<file path="config.mk">
export PLATFORM = sky130hd
export DESIGN_NAME = pid_output_processor
export DESIGN_NICKNAME = d
export VERILOG_FILES = /design/src/rtl/pid_output_processor.sv
export SDC_FILE = /design/constraint.sdc
export NUM_CORES = 1
export LEC_CHECK = 0
export CORE_MARGIN = 1.5
export CORE_UTILIZATION = 25
export DETAILED_ROUTE_END_ITERATION = 8
export PLACE_DENSITY = 0.4
export SETUP_SLACK_MARGIN = 0.2
export SYNTH_ARGS = -nofsm -noshare
export SYNTH_HDL_FRONTEND = slang
export SYNTH_SLANG_ARGS = --single-unit
</file>
<file path="constraint.sdc">
create_clock -name clk -period 2.55 [get_ports clk]
set_clock_uncertainty 0.1 [all_clocks]
set_input_delay 0.765 -clock clk [delete_from_list [all_inputs] [get_ports clk]]
set_output_delay 0.765 -clock clk [all_outputs]
set_load 0.02 [all_outputs]
</file>
<file path="src/rtl/pid_output_processor.sv">
// pid_output_processor: turns the time-multiplexed signed PID stream into double-buffered
// H-bridge PWM with a dead period on direction reversal and a per-channel watchdog.
module pid_output_processor #(
  parameter int DATA_WIDTH  = 16,
  parameter int NUM_CHN     = 4,
  parameter int CHN_WIDTH   = 3,
  parameter int PWM_TOP     = 1500,
  parameter int WDT_PERIODS = 8
) (
  input  logic                  clk,
  input  logic                  rstn,
  input  logic                  pid_valid_o,
  input  logic [CHN_WIDTH-1:0]  pid_chn_o,
  input  logic [DATA_WIDTH-1:0] pid_data_o,
  output logic [NUM_CHN-1:0]    pwm_a,
  output logic [NUM_CHN-1:0]    pwm_b,
  output logic                  period_start,
  output logic                  frame_done,
  output logic [NUM_CHN-1:0]    wdt_trip,
  output logic                  chn_err
);
  localparam int DW = $clog2(PWM_TOP + 1);
  localparam int CW = $clog2(PWM_TOP);
  localparam int WW = $clog2(WDT_PERIODS + 1);
  typedef enum logic {RUN, DEAD} state_t;
  logic [CW-1:0] cnt;
  logic [NUM_CHN-1:0] mask, mask_nx;
  logic bnd, accept, dir_in;
  logic [DATA_WIDTH-1:0] mag;
  logic [DW-1:0] duty_in;
  assign bnd = cnt == CW'(PWM_TOP - 1);
  assign accept = pid_valid_o && 32'(pid_chn_o) < NUM_CHN;
  assign dir_in = pid_data_o[DATA_WIDTH-1];
  // the most-negative word has no positive twin, so it saturates to the largest positive magnitude
  assign mag = !dir_in ? pid_data_o :
               pid_data_o == {1'b1, {(DATA_WIDTH-1){1'b0}}} ? {1'b0, {(DATA_WIDTH-1){1'b1}}} :
               -pid_data_o;
  assign duty_in = mag > DATA_WIDTH'(PWM_TOP) ? DW'(PWM_TOP) : DW'(mag);
  assign mask_nx = mask | (accept ? NUM_CHN'(1) << pid_chn_o : '0);
  always_ff @(posedge clk or negedge rstn) begin
    if (!rstn) begin
      cnt          <= '0;
      mask         <= '0;
      period_start <= 1'b0;
      frame_done   <= 1'b0;
      chn_err      <= 1'b0;
    end else begin
      cnt          <= bnd ? '0 : cnt + 1'b1;
      period_start <= cnt == '0;
      frame_done   <= &mask_nx;
      mask         <= &mask_nx ? '0 : mask_nx;
      chn_err      <= chn_err | (pid_valid_o && !accept);
    end
  end
  for (genvar c = 0; c < NUM_CHN; c++) begin : g_chn
    state_t st, st_nx;
    logic [DW-1:0] sh_duty, act_duty, act_duty_nx;
    logic sh_dir, act_dir, act_dir_nx, hit, a_q, b_q;
    logic [WW-1:0] wdt;
    assign hit = accept && pid_chn_o == CHN_WIDTH'(c);
    assign wdt_trip[c] = wdt == WW'(WDT_PERIODS);
    assign pwm_a[c] = a_q;
    assign pwm_b[c] = b_q;
    always_comb begin
      st_nx       = st;
      act_duty_nx = act_duty;
      act_dir_nx  = act_dir;
      if (bnd && st == DEAD) begin
        st_nx       = RUN;
        act_dir_nx  = sh_dir;
        act_duty_nx = wdt_trip[c] ? '0 : sh_duty;
      end else if (bnd && wdt_trip[c]) begin
        act_duty_nx = '0;
      end else if (bnd && sh_dir != act_dir && sh_duty != '0) begin
        st_nx       = DEAD;
        act_duty_nx = '0;
      end else if (bnd) begin
        act_duty_nx = sh_duty;
        act_dir_nx  = sh_duty != '0 ? sh_dir : act_dir;
      end
    end
    always_ff @(posedge clk or negedge rstn) begin
      if (!rstn) begin
        st       <= RUN;
        sh_duty  <= '0;
        sh_dir   <= 1'b0;
        act_duty <= '0;
        act_dir  <= 1'b0;
        wdt      <= '0;
        a_q      <= 1'b0;
        b_q      <= 1'b0;
      end else begin
        st       <= st_nx;
        act_duty <= act_duty_nx;
        act_dir  <= act_dir_nx;
        if (hit) begin
          sh_duty <= duty_in;
          sh_dir  <= dir_in;
        end
        wdt <= hit ? '0 : (bnd && !wdt_trip[c]) ? wdt + 1'b1 : wdt;
        a_q <= DW'(cnt) < act_duty && !act_dir;
        b_q <= DW'(cnt) < act_duty && act_dir;
      end
    end
  end
endmodule

</file>
== Word-level counts from Yosys, hierarchy flattened ==
Index checks and enable logic that the tools add are counted.
Word-level totals
  register bits after elaboration: 142
  input port bits: 22
  output and inout bits: 15
  word-level logic and storage cells: 217
Operators by class
  add/sub/neg operators: 6
  $lt $le $gt $ge: 6
  eq/ne operators: 21
  shifts and indexed selects: 1
  mux-type cells: 66
  bitwise operators: 2
  reduce and logical (&&, ||, !) cells: 78
Operators by type and width (number)
  $mux 11: 22
  $lt 11x11->1: 4
  $reduce_bool 11->1: 4
  $mux 4: 10
  $logic_and 1x1->1: 34
  $mux 1: 32
  $mux 16: 2
  $reduce_bool 2->1: 16
  $reduce_and 4->1: 5
  $add 4x1->4 const B: 4
  $eq 16x16->1 const B: 1
  $eq 4x4->1 const B: 4
  $gt 16x11->1 const B: 1
  $ne 2x2->1 const B: 8
  $neg 16->16: 1
  $reduce_bool 4->1: 4
  $add 11x1->11 const B: 1
  $eq 11x11->1 const B: 1
  $logic_not 11->1: 1
  $logic_not 1->1: 9
  $reduce_and 2->1: 4
  $eq 3x2->1 const B: 2
  $ne 1x1->1: 4
  $or 4x4->4: 1
  5 further kinds: 5

== Depth between registers and ports, before layout ==
  word-level depth: 6
  depth in mapped cells: 11
  depth with buffers taken out: 8

== Worst setup path after synthesis ==
Ideal clock, no wire load.
  path kind: in2reg
  from: input port pid_data_o[0]
  to: register g_chn[2].sh_duty[1]
  library setup time: 110 ps
  arrival time: 2813 ps
  data required time: 2340 ps
  slack: -474 ps
  stages: 10
  path buffers: 2
  path through: inv_1 -> ha_1 -> or3b_1 -> buf_2 -> a21o_1 -> o21ai_0 -> nor3_1 -> o21a_1 -> buf_4 -> o41ai_1
On the way
  cells in the longest elaborated chain, start to end: 5
  elaborated cells on any way between the ends: 6
  those cells by class: add/sub (1); order compare (1); eq/ne (1); mux (3)
Ends and longest elaborated chain
  from (decl): RTL line 14  | input logic [DATA_WIDTH-1:0] pid_data_o,
  $neg 16->16 or $eq 16x16->1 (tied branches): RTL line 37, 36
  $mux 16: RTL line 36  | pid_data_o == {1'b1, {(DATA_WIDTH-1){1'b0}}} ? {1'b0, {(DATA_WIDTH-1){1'b1}}} :
  $mux 16 *: RTL line 35  | assign mag = !dir_in ? pid_data_o :
  $gt 16x11->1: RTL line 38  | assign duty_in = mag > DATA_WIDTH'(PWM_TOP) ? DW'(PWM_TOP) : DW'(mag);
  $mux 11 *: RTL line 38
  to (signal assigned): RTL line 97  | sh_duty <= duty_in;
  to (decl): RTL line 57  | logic [DW-1:0] sh_duty, act_duty, act_duty_nx;
Mark *: on every way between the ends. The rest lies on a longest branch, timed or not.
A chain may end at the register's enable or synchronous reset.

== Worst setup path after layout ==
  from: input port pid_data_o[4]
  to: register g_chn[2].sh_duty[1]
Same word-level chain as after synthesis.

==> impl_metrics.ini <==
[outcome]
outcome = finished with violations
violations = setup timing

[synth]
synth.cell_area_sq_um = 7600
synth_top_area_frac = 0.468
yosysTopAreaCell = dfrtp_1
yosysMostFrequentCell = dfrtp_1
syn_avg_cell_area_sq_um = 9.26
yosysSeqAreaShare = 0.468
synth-edff-count = 0
ys_ff_latch = 142
synth_area_leaders = dfrtp_1 47%, ha_1 8.4%, nand2_1 5.8%
ys_top_cells_by_count = 142 x dfrtp_1, 117 x nand2_1, 77 x nor2_1
ys.flop_type = dfrtp_1
syn_inst = 820
yosysWarningCount = 0
async_flop_share = 1.00
syn-num-nets = 893
synth.distinct_cells = 59

[critical_path]
crit_path_top_delay_cell = or4_4
worstPathArrival_ns = 3.00
r2r_setup_slack_ns = 0.39
rr_worst_depth = 8
path_max_fanout = 5
start_kind = input port
worstPathCellList = buf_6, or4_4, buf_6, buf_12, o311a_4, nor4_4, nor4b_4, buf_4, o21a_4, clkbuf_16, o41ai_2
slowest_delay_ns = 0.56
reg2reg_to = g_chn[0].act_duty[6]
crit_type = in2reg
worst_path_most_repeated_cell = buf_6
reg2reg_from = cnt[1]
end_kind = register
cp.required_ns = 2.75

[placement]
place_congestion = 0.748
dp.cells = 1280
portBuffers = 36
place_ws_ns = -0.980
dpl.hpwl_um = 15700

[floorplanning]
core_area_sq_um = 29800
boundaryPins = 37
num_rows = 63
start_util = 0.255
die_area_sq_um = 31400
die_x_um = 177
dieHeight_um = 177

[final_layout]
area_growth_pct = 34.7
drive_gt1_frac = 0.233
fin_cells = 1348
nets = 1018
multi_input_area_sq_um = 3950
n_antenna_cell = 0
register_area_sq_um = 3550
fillCellCount = 3090

[timing]
fin_ws_ns = -0.254
maxSlewViolCount = 0
hold_viol_final = 0
rsz0062_at_grt = true
period_share = 1.10
tightest_slew_ns = 0.783
finalCriticalPeriod_ns = 2.80
slew_headroom = 0.474
setup_violations = 44
whs_ns = 0.106
max_clock_freq_ghz = 0.357

[detailed_routing]
via_per_inst = 4.56
first_pass_iters = 4
drc = 0
post_drt_wl_per_cell_um = 16.8
vias = 6147
ant_nets = 0
drt-total-wl_um = 22600
dr.first_iter.drc_count = 251

[global_routing]
grt_max_degree = 52
overflow = 0
grt_pass1_vias = 6319
grtUsageMet3 = 0.0253
use_met2 = 0.237
gr-usage-all-layers = 0.152
antenna_found_initial = 0
grtUsageMet1 = 0.217
grt_pass1_wl_um = 36400
busiest_layer = met2

[flow_run]
maxCapViolCount = 0

[clock_network]
clk_pin_slew_worst_paths_ns = 0.07
cts_tree = built
clockRootBuffer = clkbuf_16
htree_levels = 4
cts-hold-fix-buffers = 0
clk_latency_ns = 0.43
cts_buffer_depth = 2
cts_buffers = 17
clkSinkCount = 142

[pwr]
p_per_area_nw_per_um2 = 549
p_leak_nw = 4.34
peakVddDrop_v = 0.000439

[worst_hold_path]
min_path_type = in2async
## placed cells by master (no fill, tap or decap), drive strengths merged, types with 15 or more instances in the layout
cell,Yosys,routed
dfrtp,142,142
buf,20,125
nand2,117,117
o21ai,78,78
nor2,77,77
inv,69,74
ha,51,51
nand4,25,25
clkbuf,26,19
a211oi,17,17
nor3,16,16
nor4,16,16
xnor2,15,15
xor2,15,15
clkdlybuf4s50,0,15
## cells by family after synthesis
group,after synthesis,share of synthesized area
adders and majority gates,51,0.0840
DFF,142,0.468
and+or+nand+nor,296,0.186
xor gates and xnor gates,30,0.0346
AOI/OAI and AO/OA,183,0.158
muxes,3,0.00428
buffers and inverters,115,0.0652
## registers in the layout (all words and copies together), names as in the netlist
| register | flops |
|---|---|
| chn_err | 1 |
| cnt | 11 |
| frame_done | 1 |
| g_chn.a_q | 4 |
| g_chn.act_dir | 4 |
| g_chn.act_duty | 44 |
| g_chn.b_q | 4 |
| g_chn.sh_dir | 4 |
| g_chn.sh_duty | 44 |
| g_chn.st | 4 |
| g_chn.wdt | 16 |
| mask | 4 |
| period_start | 1 |
## final cells by class
class | instances | share of cell area
Multi-Input combinational cell | 565 | 0.386
Sequential cell | 142 | 0.347
Timing Repair Buffer | 150 | 0.135
Tap cell | 390 | 0.0477
Clock buffer | 18 | 0.0429
Inverter | 69 | 0.0253
Clock inverter | 14 | 0.0155
## layer usage
metal | part of all wire | vias to the layer above
met3 | 0.022 | 19
met1 | 0.50 | 2944
li1 | - | 3105
met4 | 0.011 | 0
met5 | 0 | -
met2 | 0.47 | 79
## stage by stage
step / instance area (sq um) / utilization / power [mW] / setup TNS, ns
after CTS: 9940 / 0.333 / 5.65 / -6.78
after global routing: 10200 / 0.343 / 5.88 / -11.12
after floorplan: 7730 / - / 2.73 / -11.22
after detailed placement: 8990 / 0.302 / 3.05 / -40.67
after global placement: 8990 / 0.302 / 3.05 / -39.04
final: 10200 / 0.343 / 5.62 / -8.66
## how the worst max path moves through the flow
stage,startpoint,end,slack [ns]
2_1_floorplan,pid_data_o[1],g_chn[3].sh_duty[10],-0.32
3_3_place_gp,pid_data_o[7],g_chn[2].sh_duty[5],-0.94
3_5_place_dp,pid_data_o[7],g_chn[3].sh_duty[1],-0.98
4_1_cts,pid_data_o[4],g_chn[0].sh_duty[10],-0.22
5_1_grt,pid_data_o[4],g_chn[2].sh_duty[1],-0.33
6_report,pid_data_o[4],g_chn[2].sh_duty[1],-0.25
## critical path: cells and delay by family
kind	cells	cell delay (ns)
and+or+nand+nor	3	0.96
buffers and inverters	5	0.68
AOI/OAI and AO/OA	3	0.59
## power by group
| part | leakage [nW] | internal (mW) | switching (mW) | total [mW] |
|---|---|---|---|---|
| sequential | 1.82 | 2.36 | 0.0972 | 2.46 |
| combinational | 2.24 | 0.290 | 0.327 | 0.617 |
| clock | 0.282 | 1.49 | 1.06 | 2.54 |
## what timing repair did
item	4_1_cts	5_1_grt
setup endpoints to repair	48	49
endpoints found under the hold margin	0	0
pin swaps	19	18
cloned	3	1
gates resized for setup	92	38
buffers inserted	23	9
Note: power is estimated with default switching activity, not from simulation.
